[config.mk]
export PLATFORM = sky130hd
export DESIGN_NAME = instruction_fetch_unit
export DESIGN_NICKNAME = d
export VERILOG_FILES = /design/src/rtl/instruction_fetch_unit.sv
export SDC_FILE = /design/constraint.sdc
export NUM_CORES = 1
export LEC_CHECK = 0
export BUFFER_PORTS_ARGS = -buffer_cell sky130_fd_sc_hd__buf_4
export CORE_UTILIZATION = 40
export CTS_BUF_LIST = sky130_fd_sc_hd__clkbuf_8
export DETAILED_ROUTE_END_ITERATION = 7
export PLACE_DENSITY_LB_ADDON = 0.3
export SETUP_SLACK_MARGIN = 0.5
export SLEW_MARGIN = 30
export SYNTH_ARGS = -nofsm -noshare
export SYNTH_HDL_FRONTEND = slang
export SYNTH_SLANG_ARGS = --single-unit
[constraint.sdc]
create_clock -name Clk -period 4.5 [get_ports Clk]
set_clock_uncertainty 0.2 [all_clocks]
set_input_delay 0.45 -clock Clk [delete_from_list [all_inputs] [get_ports Clk]]
set_output_delay 0.45 -clock Clk [all_outputs]
set_load 0.02 [all_outputs]
[src/rtl/instruction_fetch_unit.sv]
// Fetch stage: program counter, IF/ID pipeline register, start/halt run control
// and a saturating count of delivered instructions.
//
// state  | meaning
// IDLE   | after reset; PC parked at RESET_PC, waiting for Start
// RUN    | fetching one word per edge, honouring redirect/flush/stall
// HALT   | halt word seen; PC frozen until Start restarts at RESET_PC
module instruction_fetch_unit #(
    parameter int                        ADDR_WIDTH  = 5,
    parameter int                        DATA_WIDTH  = 32,
    parameter logic [ADDR_WIDTH-1:0]     RESET_PC    = '0,
    parameter logic [DATA_WIDTH-1:0]     HALT_WORD   = 32'h0000000D,
    parameter int                        COUNT_WIDTH = 16
) (
    input  logic                   Clk,
    input  logic                   Reset,
    input  logic                   Start,
    input  logic                   Stall,
    input  logic                   Flush,
    input  logic                   Branch_Taken,
    input  logic [ADDR_WIDTH-1:0]  Branch_Target,
    input  logic                   Jump,
    input  logic [ADDR_WIDTH-1:0]  Jump_Target,
    input  logic [DATA_WIDTH-1:0]  Instruction,
    output logic [ADDR_WIDTH-1:0]  Instruction_Address,
    output logic [DATA_WIDTH-1:0]  IFID_Instruction,
    output logic [ADDR_WIDTH-1:0]  IFID_PC_Plus1,
    output logic                   IFID_Valid,
    output logic                   Running,
    output logic                   Halted,
    output logic [COUNT_WIDTH-1:0] Fetch_Count
);

    typedef enum logic [1:0] {S_IDLE, S_RUN, S_HALT} state_t;

    state_t                state;
    logic [ADDR_WIDTH-1:0] pc;
    logic [ADDR_WIDTH-1:0] pc_plus1;
    logic                  is_halt;

    // PC+1 wraps modulo 2^ADDR_WIDTH without any flag
    assign pc_plus1            = pc + {{(ADDR_WIDTH-1){1'b0}}, 1'b1};
    assign is_halt             = (Instruction == HALT_WORD);
    assign Instruction_Address = pc;

    always_ff @(posedge Clk or posedge Reset) begin
        if (Reset) begin
            state            <= S_IDLE;
            pc               <= RESET_PC;
            IFID_Instruction <= '0;
            IFID_PC_Plus1    <= '0;
            IFID_Valid       <= 1'b0;
            Running          <= 1'b0;
            Halted           <= 1'b0;
            Fetch_Count      <= '0;
        end else begin
            case (state)
                S_IDLE: begin
                    pc         <= RESET_PC;
                    IFID_Valid <= 1'b0;
                    if (Start) begin
                        state   <= S_RUN;
                        Running <= 1'b1;
                        Halted  <= 1'b0;
                    end
                end
                S_RUN: begin
                    if (Branch_Taken) begin
                        pc         <= Branch_Target;
                        IFID_Valid <= 1'b0;
                    end else if (Jump) begin
                        pc         <= Jump_Target;
                        IFID_Valid <= 1'b0;
                    end else if (Flush) begin
                        // Bubble the IF/ID slot but let the PC follow stall/halt/advance
                        IFID_Valid <= 1'b0;
                        if (!Stall) begin
                            if (is_halt) begin
                                state   <= S_HALT;
                                Running <= 1'b0;
                                Halted  <= 1'b1;
                            end else begin
                                pc <= pc_plus1;
                            end
                        end
                    end else if (Stall) begin
                        pc <= pc;
                    end else if (is_halt) begin
                        IFID_Valid <= 1'b0;
                        state      <= S_HALT;
                        Running    <= 1'b0;
                        Halted     <= 1'b1;
                    end else begin
                        IFID_Instruction <= Instruction;
                        IFID_PC_Plus1    <= pc_plus1;
                        IFID_Valid       <= 1'b1;
                        pc               <= pc_plus1;
                        if (Fetch_Count != {COUNT_WIDTH{1'b1}})
                            Fetch_Count <= Fetch_Count + 1'b1;
                    end
                end
                S_HALT: begin
                    IFID_Valid <= 1'b0;
                    if (Start) begin
                        pc      <= RESET_PC;
                        state   <= S_RUN;
                        Running <= 1'b1;
                        Halted  <= 1'b0;
                    end
                end
                default: begin
                    state      <= S_IDLE;
                    pc         <= RESET_PC;
                    IFID_Valid <= 1'b0;
                    Running    <= 1'b0;
                    Halted     <= 1'b0;
                end
            endcase
        end
    end

endmodule
Word level (Yosys, flattened, before mapping)
Index checks and enable logic that the tools add are counted.
- bits in registers: 63
- bits in latches: 0
- RAM bits: 0
- ROM bits: 0
- output and inout port bits: 61
- memories: 0
- $add $sub $neg: 2
- multipliers: 0
- divide/modulo/power cells: 0
- order comparisons: 0
- eq/ne operators: 13
- shift-type cells: 0
- mux-type cells: 30
- bitwise operators: 5
- reduce and logical (&&, ||, !) cells: 6
- operators by type and width (operator ; number):
    $eq A32 B4 Y1 const B ; 1
    $mux W5 ; 5
    $add A16 B1 Y16 const B ; 1
    $mux W1 ; 16
    $ne A16 B16 Y1 const B ; 1
    $mux W2 ; 5
    $ne A2 B2 Y1 const B ; 5
    $pmux W5 S2 ; 1
    $ne A4 B4 Y1 const B ; 2
    $reduce_and A7 Y1 ; 1
    $reduce_and A6 Y1 ; 1
    $add A5 B1 Y5 const B ; 1
    $ne A5 B5 Y1 const B ; 1
    $not A1 Y1 ; 5
    $reduce_and A5 Y1 ; 1
    $pmux W1 S2 ; 2
    $pmux W2 S2 ; 1
    $reduce_and A3 Y1 ; 1
    $eq A2 B1 Y1 const B ; 1
    $eq A2 B2 Y1 const B ; 1
    $logic_not A2 Y1 ; 1
    $ne A2 B1 Y1 const B ; 1
    $reduce_or A2 Y1 ; 1

Longest topological paths before layout
- depth in word-level cells: 7
- mapped depth: 6

Worst setup path before layout
No wires, ideal clock.
- path type: input -> register
- start point: in Instruction[5]
- end point: reg IFID_Instruction[0]
- library setup time: 125 ps
- arrival time: 1824 ps
- path slack: 2351 ps
- stages on the path: 5
- path buffers: 1
- cells stage by stage: nor4b_1 -> nand4_1 -> o21ai_2 -> buf_2 -> mux2_2
- cells in the longest elaborated chain, start to end: 3
- ends and longest elaborated chain (element ; line ; text):
    start, declared ; 24 ; input logic [DATA_WIDTH-1:0] Instruction,
    $eq A32 B4 Y1 ; 43 ; assign is_halt = (Instruction == HALT_WORD);
    $not A1 Y1 (no source line) ; n/a ;
    $reduce_and A6 Y1 (no source line) ; n/a ;
    end signal, assigned ; 94 ; IFID_Instruction <= Instruction;
    end, declared ; 26 ; output logic [DATA_WIDTH-1:0] IFID_Instruction,
Every way passes these cells.
A chain may end at the register's enable or synchronous reset.

Worst setup path after layout
- start point: reg Fetch_Count[3]
- end point: reg Fetch_Count[1]
- cells in the longest elaborated chain, start to end: 2
- ends and longest elaborated chain (element ; line ; text):
    start, declared ; 31 ; output logic [COUNT_WIDTH-1:0] Fetch_Count
    start signal, assigned ; 99 ; Fetch_Count <= Fetch_Count + 1'b1;
    $ne A16 B16 Y1 ; 98 ; if (Fetch_Count != {COUNT_WIDTH{1'b1}})
    $reduce_and A7 Y1 (no source line) ; n/a ;
Every way passes these cells.

==> impl_summary.md <==
Yosys
Averaged over all synthesized cells, the footprint is 12.73 µm². During synthesis, Yosys emitted a total of 0 warnings. The portion of the post-synthesis area used by sequential elements is 54.89%.

After technology mapping, the gate count stands at 222. The number of different library cells used by synthesis comes to 38. The mapped netlist covers 2826 µm².

When the netlist entered floorplanning its net count stood at 273. In this run, synthesis produced a sequential element count of 62.

Worst setup path
Among all stages on the critical path, the largest delay is contributed by nor4_4. The maximum fanout along the worst path is 15. The signal on the critical path passes through and4_1 -> nand3_1 -> nor4_4 -> nor2_1 -> mux2_2.

For this run, the slowest stage of the critical path takes 0.84 ns. The buffers plus inverters on the worst setup path is 0. The worst setup path category is reg -> reg. In this run the worst setup path begins at Fetch_Count[3]$_DFFE_PP0P_.

The cell family contributing the most delay on the critical path is simple AND/OR/NAND/NOR gates. Data on the critical path arrives at its endpoint at 2.63 ns. The sort of element at the start of the critical path is a flop. The worst reg2reg path startpoint is Fetch_Count[3]$_DFFE_PP0P_. At the worst endpoint, the required time is 4.51 ns. STA classifies the critical path endpoint as a flop.

Pwr
The power density over cell area is 418.7 nW/µm². The maximum vdd drop is 0.0003049 V. Summed over all cells, the static leakage comes to 1.903 nW. Net switching is 31.27% of the power.

The combinational power share is 29.1%. Registers are responsible for 44.0% of the overall power. The switching power total is 516.4 µW. The internal power consumption is 1.135 mW. The clock network is responsible for 26.9% of the overall power.

Clock network
The clock reaches the later pin of the worst-skew pair after 0.32 ns. After clock tree synthesis, the flow added hold-fix buffers numbering 1. The number of clock buffers added by TritonCTS is 9. The tree built by TritonCTS fans out to 62 sinks. The H-tree was split into 3 levels.

Buffers added to address setup during post-CTS repair amount to 0. After clock tree synthesis, the clock-pin slew on the worst setup and hold paths is 0.07 ns. The tree is rooted in a clkbuf_8. No sink is reached through more buffers than the 2 on the longest clock path. TritonCTS built the clock tree. The number of gates resized after cts is 0.

Global route
The first-pass GRT wire length is 10180 µm. Entering global routing, the biggest net connects 38 pins. The initial antenna violation count was 0. Global routing used 17.71% of the available tracks.

The number of global-route vias before repair is 2052. The total grt overflow is 0.

Drt
In this run the remaining antenna-violating nets after routing total 0. The detailed-router iteration count before antenna repair is 5. Dividing the detail-routed via count by the number of cells gives 4.950. Wires add up to 6238 µm. In the routed design, unresolved DRC markers number 0.

Dividing the detail-routed wire length by the instance count gives 14.21 µm. The detailed router finished its first iteration with 73 violations. The final route contains 2173 vias.

Floorplanning
The floorplan step defined a core boundary enclosing 6794 µm². The height of the chip is 86.06 µm. The row count is 30. The full die area is 7406 µm². The x dimension of the die is 86.06 µm. In this run the count of I/O pins placed on the die edge is 110. For this configuration, the core starts out at a cell density of 41.60%.

Hold path
The min-delay analysis places its worst path in the category in -> reg. The startpoint of the most critical hold path is Flush.

STA
The measured slew at the worst slew-check pin is 0.9019 ns. The post-route clock period utilization is 58.16%. The peak clock frequency supported by timing is 382.1 MHz. The number of hold violations in the final report is 0. The clock period minus worst slack is 2.617 ns. Measured against its own limit, the worst slew margin works out to 39.42%.

The count of final max-slew check failures came to 0. The tightest hold margin is 0.09726 ns. The sum of negative setup slack is 0 ns. Setup violations remaining at the end of the flow were counted as 0. Setup repair after global routing left no endpoint under its margin.

Final layout
After routing the design area is 3945 µm². The layout cell share with drive strength beyond 1 is 51.60%. The number of antenna diodes is 0. Excluding fillers, the count of instances in the completed layout stands at 439. The area growth from synthesis to final layout is 39.57%.

For this run, the post-layout net count is 389.

Placed design
The placed instance area is 3749 µm². The count of buffers added on input and output ports is 109. Including well taps, the total number of placed cells is 422. The routability congestion estimate from global placement is 0.7820. Once detailed placement completed, the half-perimeter wirelength came to 4690 µm.

Run
The number of max-capacitance violations reported is 0.

Run status
The flow ran to the end, and the final reports show no timing, DRC or antenna violations.
-- metal layers --
layer	part of all wire [%]	up-vias	routed length [µm]	GRT usage, %
li1	-	1043	-	-
met1	47	1061	2908	24.73
met2	46	64	2879	26.55
met3	6.6	5	410	4.716
met4	0.64	0	40	6.364
met5	0	-	0	0
-- sequential cells by signal (all words and copies together), names as in the netlist --
name and flops:
Fetch_Count 16, Halted 1, IFID_Instruction 32, IFID_PC_Plus1 5, IFID_Valid 1, Instruction_Address 5
Running 1, state 1
-- stage by stage --
stage | utilization [%] | total power [mW] | setup slack [ns]
global route | 58.07 | 1.736 | 1.745
detailed placement | 55.18 | 1.223 | 1.807
global placement | 55.18 | 1.210 | 1.844
floorplan | - | 0.9845 | 2.309
CTS | 58.07 | 1.671 | 1.880
finish | 58.07 | 1.652 | 1.883
-- synthesized netlist by cell type --
cell	count	area share, %
dfrtp_1	62	55
o21ai_2	1	0.31
or4b_4	1	0.49
or3_1	1	0.22
nand3b_1	1	0.27
nand2_1	11	1.5
a22o_1	3	0.93
nor4_1	7	1.5
o21bai_1	1	0.27
nor3_2	1	0.35
o22ai_1	1	0.22
buf_2	4	0.71
nand3_1	8	1.4
nor4_4	1	0.75
and4_1	1	0.31
nand2b_1	2	0.44
nor4_2	7	3.1
o31ai_1	1	0.27
nor2b_1	1	0.22
ha_1	2	0.89
buf_6	1	0.40
inv_1	5	0.66
mux2i_1	3	1.1
o21a_1	1	0.27
nor2_1	9	1.2
buf_4	1	0.27
xor2_1	14	4.3
o21ai_0	8	1.4
mux2_2	38	15
a21oi_1	2	0.35
o32ai_1	1	0.31
clkbuf_1	2	0.27
nand4_1	6	1.3
nor3_1	3	0.53
xnor2_1	4	1.2
nor3b_1	1	0.27
nor4bb_1	1	0.35
nor4b_1	5	1.5
-- layout make-up --
cell class,instances,area (µm²)
clock buffers,12,165.2
clock inverters,4,21.27
fillers,591,2849
inverters,5,18.77
multi-input cells,147,1217
flip-flops and latches,62,1551
well taps,96,120.1
repair buffers,113,850.8
-- power by group through the flow --
| stage | clock [mW] | sequential [mW] | combinational [mW] |
|---|---|---|---|
| final | 0.444 | 0.728 | 0.480 |
| after CTS | 0.457 | 0.728 | 0.487 |
| after global placement | 0 | 0.735 | 0.476 |
| after global routing | 0.480 | 0.743 | 0.513 |
| after detailed placement | 0 | 0.737 | 0.486 |
| after floorplan | 0 | 0.853 | 0.132 |
-- worst paths after layout --
path | endpoint | slack, ns | cells past startpoint
max | Fetch_Count[1]$_DFFE_PP0P_ | 1.88 | 5
min | IFID_Valid$_DFFE_PP0P_ | 0.1 | 2
max reg2reg | Fetch_Count[1]$_DFFE_PP0P_ | 1.88 | 5
min reg2reg | Fetch_Count[6]$_DFFE_PP0P_ | 0.29 | 1
max in group asynchronous | Instruction_Address[3]$_DFFE_PP0P_ | 2.70 | 4
min in group asynchronous | IFID_Instruction[27]$_DFFE_PP0P_ | 0.54 | 3
-- cell usage in the layout (no fill, tap or decap), types with 7 or more instances in the layout --
cell type,netlist,layout
buf_4,1,112
nor4_2,7,7
xor2_1,14,14
nor2_1,9,9
o21ai_0,8,8
nand3_1,8,8
clkbuf_8,0,12
dfrtp_1,62,62
nor4_1,7,7
mux2_2,38,38
nand2_1,11,11
-- logic make-up after synthesis --
| kind of cell | synth area share (%) |
|---|---|
| flip-flops | 54.89 |
| AND/OR/NAND/NOR | 15.80 |
| adder cells (fa/ha/maj) | 0.8852 |
| buffers and inverters | 2.302 |
| XOR/XNOR | 5.578 |
| multiplexers | 16.20 |
| AO/OA/AOI/OAI | 4.339 |
No activity file was read; power rests on OpenSTA's default activity.
